### src/rtl/mesh_traffic_node.sv
// Per-tile NoC traffic generator and checker: injects configurable bursts of
// 64-bit flits into the local NIC port and checks/timestamps flits ejected at
// this tile (signature, per-source sequence, latency).
module mesh_traffic_node #(
    parameter int          MESH_X    = 4,
    parameter int          MESH_Y    = 4,
    parameter int          MY_X      = 0,
    parameter int          MY_Y      = 0,
    parameter logic [15:0] LFSR_SEED = 16'hACE1
) (
    input  logic        clk,
    input  logic        reset,
    input  logic        start,
    input  logic [3:0]  cfg_dst_x,
    input  logic [3:0]  cfg_dst_y,
    input  logic [15:0] cfg_count,
    input  logic [7:0]  cfg_gap,
    input  logic [1:0]  cfg_vc_mode,
    input  logic        cfg_bp_en,
    input  logic        clr_stats,
    output logic        nic_si,
    output logic [63:0] nic_di,
    input  logic        nic_ri,
    input  logic        nic_so,
    input  logic [63:0] nic_do,
    output logic        nic_ro,
    output logic        tx_busy,
    output logic        tx_done,
    output logic        cfg_err,
    output logic [15:0] tx_sent,
    output logic [15:0] rx_count,
    output logic [15:0] rx_sig_err,
    output logic [15:0] rx_seq_err,
    output logic [15:0] lat_max,
    output logic [31:0] lat_sum
);
    localparam int         NODES  = MESH_X * MESH_Y;
    localparam int         IDX_W  = (NODES > 1) ? $clog2(NODES) : 1;
    localparam logic [3:0] SELF_X = 4'(MY_X);
    localparam logic [3:0] SELF_Y = 4'(MY_Y);
    localparam logic [7:0] SIG    = 8'hA5;

    typedef enum logic [1:0] {S_IDLE, S_SEND, S_GAP, S_DONE} state_t;

    state_t      state, state_nx;
    logic [3:0]  dst_x, dst_y;
    logic [15:0] count;
    logic [7:0]  gap, gap_left;
    logic [1:0]  vc_mode;
    logic [15:0] seq, ts_now, ts_hold, lfsr;
    logic        presented;
    logic        cfg_bad, launch, transfer, last_flit;
    logic [3:0]  hop_x, hop_y;
    logic        dir_x, dir_y, vc_bit;
    logic [15:0] ts_field;
    logic [63:0] flit;

    assign cfg_bad   = (int'(cfg_dst_x) >= MESH_X) || (int'(cfg_dst_y) >= MESH_Y);
    assign launch    = (state == S_IDLE) && start && !cfg_bad;
    assign transfer  = (state == S_SEND) && nic_ri;
    assign last_flit = (tx_sent + 16'd1) == count;
    assign nic_si    = (state == S_SEND);
    assign tx_busy   = (state == S_SEND) || (state == S_GAP);
    assign tx_done   = (state == S_DONE);

    // TX state register.
    always_ff @(posedge clk or negedge reset) begin
        // NOTE: sequential state is always assigned with <= so every flop
        // samples the pre-edge values regardless of block ordering.
        if (!reset) state <= S_IDLE;
        else        state <= state_nx;
    end

    // TX next-state decode.
    always_comb begin
        // NOTE: default first, so no path through the case leaves state_nx
        // unassigned and infers a latch.
        state_nx = state;
        case (state)
            S_IDLE: if (launch) state_nx = (cfg_count == 16'd0) ? S_DONE : S_SEND;
            S_SEND: if (transfer) begin
                        if (last_flit)          state_nx = S_DONE;
                        else if (gap != 8'd0)   state_nx = S_GAP;
                    end
            S_GAP:  if (gap_left == 8'd1) state_nx = S_SEND;
            S_DONE: state_nx = S_IDLE;
            default: state_nx = S_IDLE;
        endcase
    end

    // Burst configuration, sequence/sent counters, gap timer and ts hold.
    always_ff @(posedge clk or negedge reset) begin
        if (!reset) begin
            dst_x     <= '0;
            dst_y     <= '0;
            count     <= '0;
            gap       <= '0;
            vc_mode   <= '0;
            seq       <= '0;
            tx_sent   <= '0;
            gap_left  <= '0;
            ts_hold   <= '0;
            presented <= 1'b0;
            cfg_err   <= 1'b0;
        end else begin
            cfg_err <= (state == S_IDLE) && start && cfg_bad;
            if (launch && cfg_count != 16'd0) begin
                dst_x     <= cfg_dst_x;
                dst_y     <= cfg_dst_y;
                count     <= cfg_count;
                gap       <= cfg_gap;
                vc_mode   <= cfg_vc_mode;
                seq       <= '0;
                tx_sent   <= '0;
                presented <= 1'b0;
            end
            if (state == S_SEND) begin
                // The timestamp is frozen on first presentation of a flit.
                if (!presented) ts_hold <= ts_now;
                presented <= !nic_ri;
            end
            if (transfer) begin
                tx_sent  <= tx_sent + 16'd1;
                seq      <= seq + 16'd1;
                gap_left <= gap;
            end else if (state == S_GAP) begin
                gap_left <= gap_left - 8'd1;
            end
        end
    end

    // Outgoing flit assembly from the latched burst configuration.
    always_comb begin
        dir_x = dst_x < SELF_X;
        dir_y = dst_y < SELF_Y;
        hop_x = dir_x ? (SELF_X - dst_x) : (dst_x - SELF_X);
        hop_y = dir_y ? (SELF_Y - dst_y) : (dst_y - SELF_Y);
        case (vc_mode)
            2'd0:    vc_bit = 1'b0;
            2'd1:    vc_bit = 1'b1;
            default: vc_bit = seq[0];
        endcase
        ts_field = presented ? ts_hold : ts_now;
        flit = {vc_bit, dir_x, dir_y, 5'b0, hop_x, hop_y, SELF_X, SELF_Y,
                seq, ts_field, SIG};
    end

    assign nic_di = nic_si ? flit : '0;

    // Free-running timestamp and back-pressure LFSR (x^16+x^14+x^13+x^11+1).
    always_ff @(posedge clk or negedge reset) begin
        if (!reset) begin
            ts_now <= '0;
            lfsr   <= LFSR_SEED;
        end else begin
            ts_now <= ts_now + 16'd1;
            lfsr   <= {lfsr[0] ^ lfsr[2] ^ lfsr[3] ^ lfsr[5], lfsr[15:1]};
        end
    end

    assign nic_ro = cfg_bp_en ? lfsr[0] : 1'b1;

    // RX decode of the ejected flit.
    logic             accept, sig_ok, src_ok;
    logic [IDX_W-1:0] src_idx;
    logic [15:0]      rx_seq, lat;
    logic [32:0]      sum_ext;
    logic [15:0]      exp_seq [NODES];
    logic             unused_bits;

    assign accept      = nic_so && nic_ro;
    assign sig_ok      = nic_do[7:0] == SIG;
    assign src_ok      = (int'(nic_do[47:44]) < MESH_X) && (int'(nic_do[43:40]) < MESH_Y);
    assign src_idx     = IDX_W'(int'(nic_do[43:40]) * MESH_X + int'(nic_do[47:44]));
    assign rx_seq      = nic_do[39:24];
    assign lat         = ts_now - nic_do[23:8];
    assign sum_ext     = {1'b0, lat_sum} + 33'(lat);
    assign unused_bits = ^nic_do[63:48];

    function automatic logic [15:0] sat_inc(input logic [15:0] v);
        return (&v) ? v : v + 16'd1;
    endfunction

    // RX statistics and per-source expected-sequence table.
    always_ff @(posedge clk or negedge reset) begin
        if (!reset) begin
            rx_count   <= '0;
            rx_sig_err <= '0;
            rx_seq_err <= '0;
            lat_max    <= '0;
            lat_sum    <= '0;
            // NOTE: the expected table is flop-based and must be cleared by
            // reset, so it cannot map onto a RAM macro.
            for (int i = 0; i < NODES; i++) exp_seq[i] <= '0;
        end else if (clr_stats) begin
            rx_count   <= '0;
            rx_sig_err <= '0;
            rx_seq_err <= '0;
            lat_max    <= '0;
            lat_sum    <= '0;
            for (int i = 0; i < NODES; i++) exp_seq[i] <= '0;
        end else if (accept) begin
            if (!sig_ok) begin
                rx_sig_err <= sat_inc(rx_sig_err);
            end else begin
                rx_count <= sat_inc(rx_count);
                if (!src_ok) begin
                    rx_seq_err <= sat_inc(rx_seq_err);
                end else begin
                    if (rx_seq != exp_seq[src_idx]) rx_seq_err <= sat_inc(rx_seq_err);
                    exp_seq[src_idx] <= rx_seq + 16'd1;
                end
                lat_sum <= sum_ext[32] ? '1 : sum_ext[31:0];
                if (lat > lat_max) lat_max <= lat;
            end
        end
    end
endmodule

### config.mk
export PLATFORM = sky130hd
export DESIGN_NAME = mesh_traffic_node
export DESIGN_NICKNAME = d
export VERILOG_FILES = /design/src/rtl/mesh_traffic_node.sv
export SDC_FILE = /design/constraint.sdc
export NUM_CORES = 1
export LEC_CHECK = 0
export ABC_AREA = 1
export BUFFER_PORTS_ARGS = -buffer_cell sky130_fd_sc_hd__buf_2
export CORE_ASPECT_RATIO = 2
export CORE_MARGIN = 2
export CORE_UTILIZATION = 45
export DETAILED_ROUTE_END_ITERATION = 8
export PLACE_DENSITY = 0.71
export SYNTH_ARGS = -nofsm -noshare
export SYNTH_HDL_FRONTEND = slang
export SYNTH_SLANG_ARGS = --single-unit
### constraint.sdc
create_clock -name clk -period 4.2 [get_ports clk]
set_input_delay 0.63 -clock clk [delete_from_list [all_inputs] [get_ports clk]]
set_output_delay 0.63 -clock clk [all_outputs]
set_load 0.01 [all_outputs]
==> key figures <==
Setup path
  • Required @ worst endpoint: 4620 ps
  • Crit Path Class: register to register
  • Startpoint Class: register
  • Top delay family on crit path: adder cells
  • Critical path's most frequent cell: buf_4
  • Critical Path End Type: register
  • Worst path arrival time: 4260 ps
  • Peak per-stage delay on the critical path: 400 ps
  • Slowest stage cell, crit path: fa_1
  • Worst-path cell chain: inv_1, ha_1, fa_1, nor4_2, buf_4, nor2_1, o21ai_1, a21boi_1, xnor2_1, ha_1, nand2_1, nor2_1, a21oi_1, o21ai_1, buf_4, nand4_1, buf_4, nand3_1, nand2_1, o21ai_0
  • CP Buf/Inv Count: 4
  • CP Max Fanout: 14

Yosys
  • Mapped Area: 26000 um2
  • Mapped Cells: 3443
  • Syn. warnings: 0
  • Number of synthesized flops with an enable pin: 0
  • Yosys reg bits: 478
  • Seq/Total Area, Yosys: 46.1%
  • Unique cell type count in the Yosys netlist: 51
  • Most used DFF post-synth: dfrtp_1
  • Synthesized area per cell: 7.54 um2
  • Async SR Flop Fraction: 100%

Floorplan
  • # IOs: 286
  • Core area: 57100 um2
  • Die Ht: 344 um
  • Cell Rows: 124
  • Chip width: 174 um
  • DIE AREA: 59800 um2
  • Initial Util: 45.5%

Placed design
  • Routability-driven placement congestion ratio: 0.989
  • Post-DP Area: 28500 um2
  • PortBufs: 250
  • DP HPWL: 60000 um

Route
  • Initial drt markers: 1629
  • Vias/cell: 5.44
  • Final ANT Viol Nets: 0
  • Routed length per instance: 18.1 um
  • TritonRoute pass-1 iters: 5
  • Final WL: 81300 um
  • Remaining DRCs: 0
  • Vias: 24500

Timing
  • Clock skew: 30.6 ps
  • FMAX: 260 MHz
  • RSZ-0062 raised after global routing: false
  • Slew @ Worst Pin: 1050 ps
  • Final hold viol count: 0
  • Setup violators final: 0
  • Final Critical Period: 3840 ps
  • Tcrit/Tclk final: 91.4%
  • Setup Total Neg Slack: 0 ps
  • Slew Limit Fails: 0
  • Relative slew margins: 29.3%

Clock network
  • Htree depth: 2
  • CTS Buf Count: 45
  • Clk buf depth: 3
  • CTS Sinks: 478
  • Post-CTS Hold Buffers: 0
  • TritonCTS clock tree: built
  • Worst-skew pair later-pin latency: 590 ps
  • Clk pin slew, worst setup/hold paths: 70 ps
  • Clock root buffer: clkbuf_16

Final layout
  • Share of cells above drive strength 1: 13.3%
  • Final Util: 52.6%
  • Nets: 3882
  • Area Overhead vs Synth: 15.6%
  • Commonest non-fill, non-tap cell in the layout: nand2_1
  • Post-route cell area: 30000 um2
  • Most frequent cells in the layout: 1046 x nand2_1, 470 x dfrtp_1, 375 x inv_1, 297 x o21ai_0, 268 x nand3_1

Hold path
  • Class of the worst hold path: input port to asynchronous set/reset pin

Pwr
  • Pleak: 0.0152 uW
  • Power per Cell Area: 388 nW/um2
  • VDD IR max: 0.400 mV

Outcome
  • Status: finished, final reports clean

Run
  • Maximum Capacitance Violations: 0

Global route
  • Vias in the first global route: 24000
  • Gr usage total: 27.1%
  • Global-route wire length before repair: 128000 um
  • Grt total ovfl: 0
  • Antenna violations before repair: 4
  • Largest net degree at the start of global routing: 101
[registers in the layout, summed over array words and instances (netlist names), 2 cells and up]
signal,count
rx_seq_err,16
lfsr,16
dst_y,4
count,16
state,2
rx_count,16
ts_now,16
gap,8
ts_hold,16
dst_x,4
vc_mode,2
exp_seq,256
seq,16
gap_left,8
lat_sum,32
lat_max,16
rx_sig_err,16
tx_sent,16
[path summary, 6_finish.rpt]
kind / start / endpoint / cells past startpoint / slack, ps
setup / recovery: ts_now[0] / lat_sum[29] / 20 / 360
hold / removal: reset / rx_sig_err[3] / 1 / 30
setup reg to reg: ts_now[0] / lat_sum[29] / 20 / 360
hold reg to reg: lfsr[1] / lfsr[0] / 0 / 320
max in group asynchronous: reset / exp_seq[147] / 2 / 3090
min in group clk: cfg_vc_mode[0] / vc_mode[0] / 3 / 240
[cell usage after synthesis (3+ instances only)]
cell type	n	area share (%)
nand2_1	1046	15
dfrtp_1	470	45
inv_1	376	5.4
o21ai_0	300	5.8
nand3_1	268	5.2
nor2_1	215	3.1
o22ai_1	145	3.5
a21oi_1	97	1.9
clkbuf_1	78	1.1
ha_1	62	3.0
nor3_1	47	0.91
xor2_1	45	1.5
nand4_1	43	1.0
buf_4	41	1.2
buf_2	28	0.54
buf_1	25	0.36
xnor2_1	25	0.84
a21o_1	16	0.46
or2_2	12	0.29
nor4_1	10	0.24
a31oi_1	8	0.19
dfstp_2	8	0.81
o21ai_1	8	0.15
a22oi_1	6	0.17
o21bai_1	5	0.14
o31ai_1	5	0.14
clkinv_1	4	0.058
inv_2	4	0.058
o21ai_2	4	0.13
o221ai_1	4	0.13
a21boi_0	3	0.087
o211ai_1	3	0.087
o21a_1	3	0.087
[report_power, final]
group	total (uW)	leakage, uW	internal, uW	switching, uW
sequential	5270	0.00653	4960	312
combinational	2230	0.00799	751	1480
clock	4160	0.000725	2300	1860
[final cells by class]
class,instances,area (um2)
fill,5696,27100
sequential,478,12000
multi-input combinational,2426,11800
timing repair buffer,378,2360
inverter,384,1450
clock buffer,65,1350
tap,756,946
clock inverter,14,118
antenna,1,2.50
[metal layers]
layer  wire length [um]  GRT usage [%]  up-vias
li1                   -              -    11700
met1              28600           28.4    11600
met2              43100           50.9      862
met3               4270           4.02      314
met4               5320           16.5        6
met5                 34              0        -
[worst reg2reg max path: cells and delay by family, from the launching register on]
kind,cells,cell delay (ps)
AND/OR/NAND/NOR,7,650
flip-flops,1,340
adder cells (fa/ha/maj),3,1010
XOR/XNOR,1,390
AO/OA/AOI/OAI,5,650
buffers and inverters,4,640
[repair_timing]
item                                    CTS  global route
buffers inserted                          0             1
endpoints found under the setup margin    0            48
gates resized for setup                   0            12
[cells by family after synthesis]
logic type / share of synthesized area [%]
xor gates and xnor gates: 2.36
other: 0.0144
and+or+nand+nor: 26.2
AOI/OAI and AO/OA: 13.4
DFF: 46.1
buffers and inverters: 8.80
adders and majority gates: 3.14
[metrics by stage]
step	std cells	power, uW	worst slack [ps]	hold slack, ps
floorplan	3461	6730	184	331
global placement	4421	7530	-172	335
detailed placement	4421	7570	-223	343
CTS	4500	11700	73.0	81.4
global route	4502	12200	5.38	118
finish	4502	11700	361	32.4
Note: power is estimated with default switching activity, not from simulation.
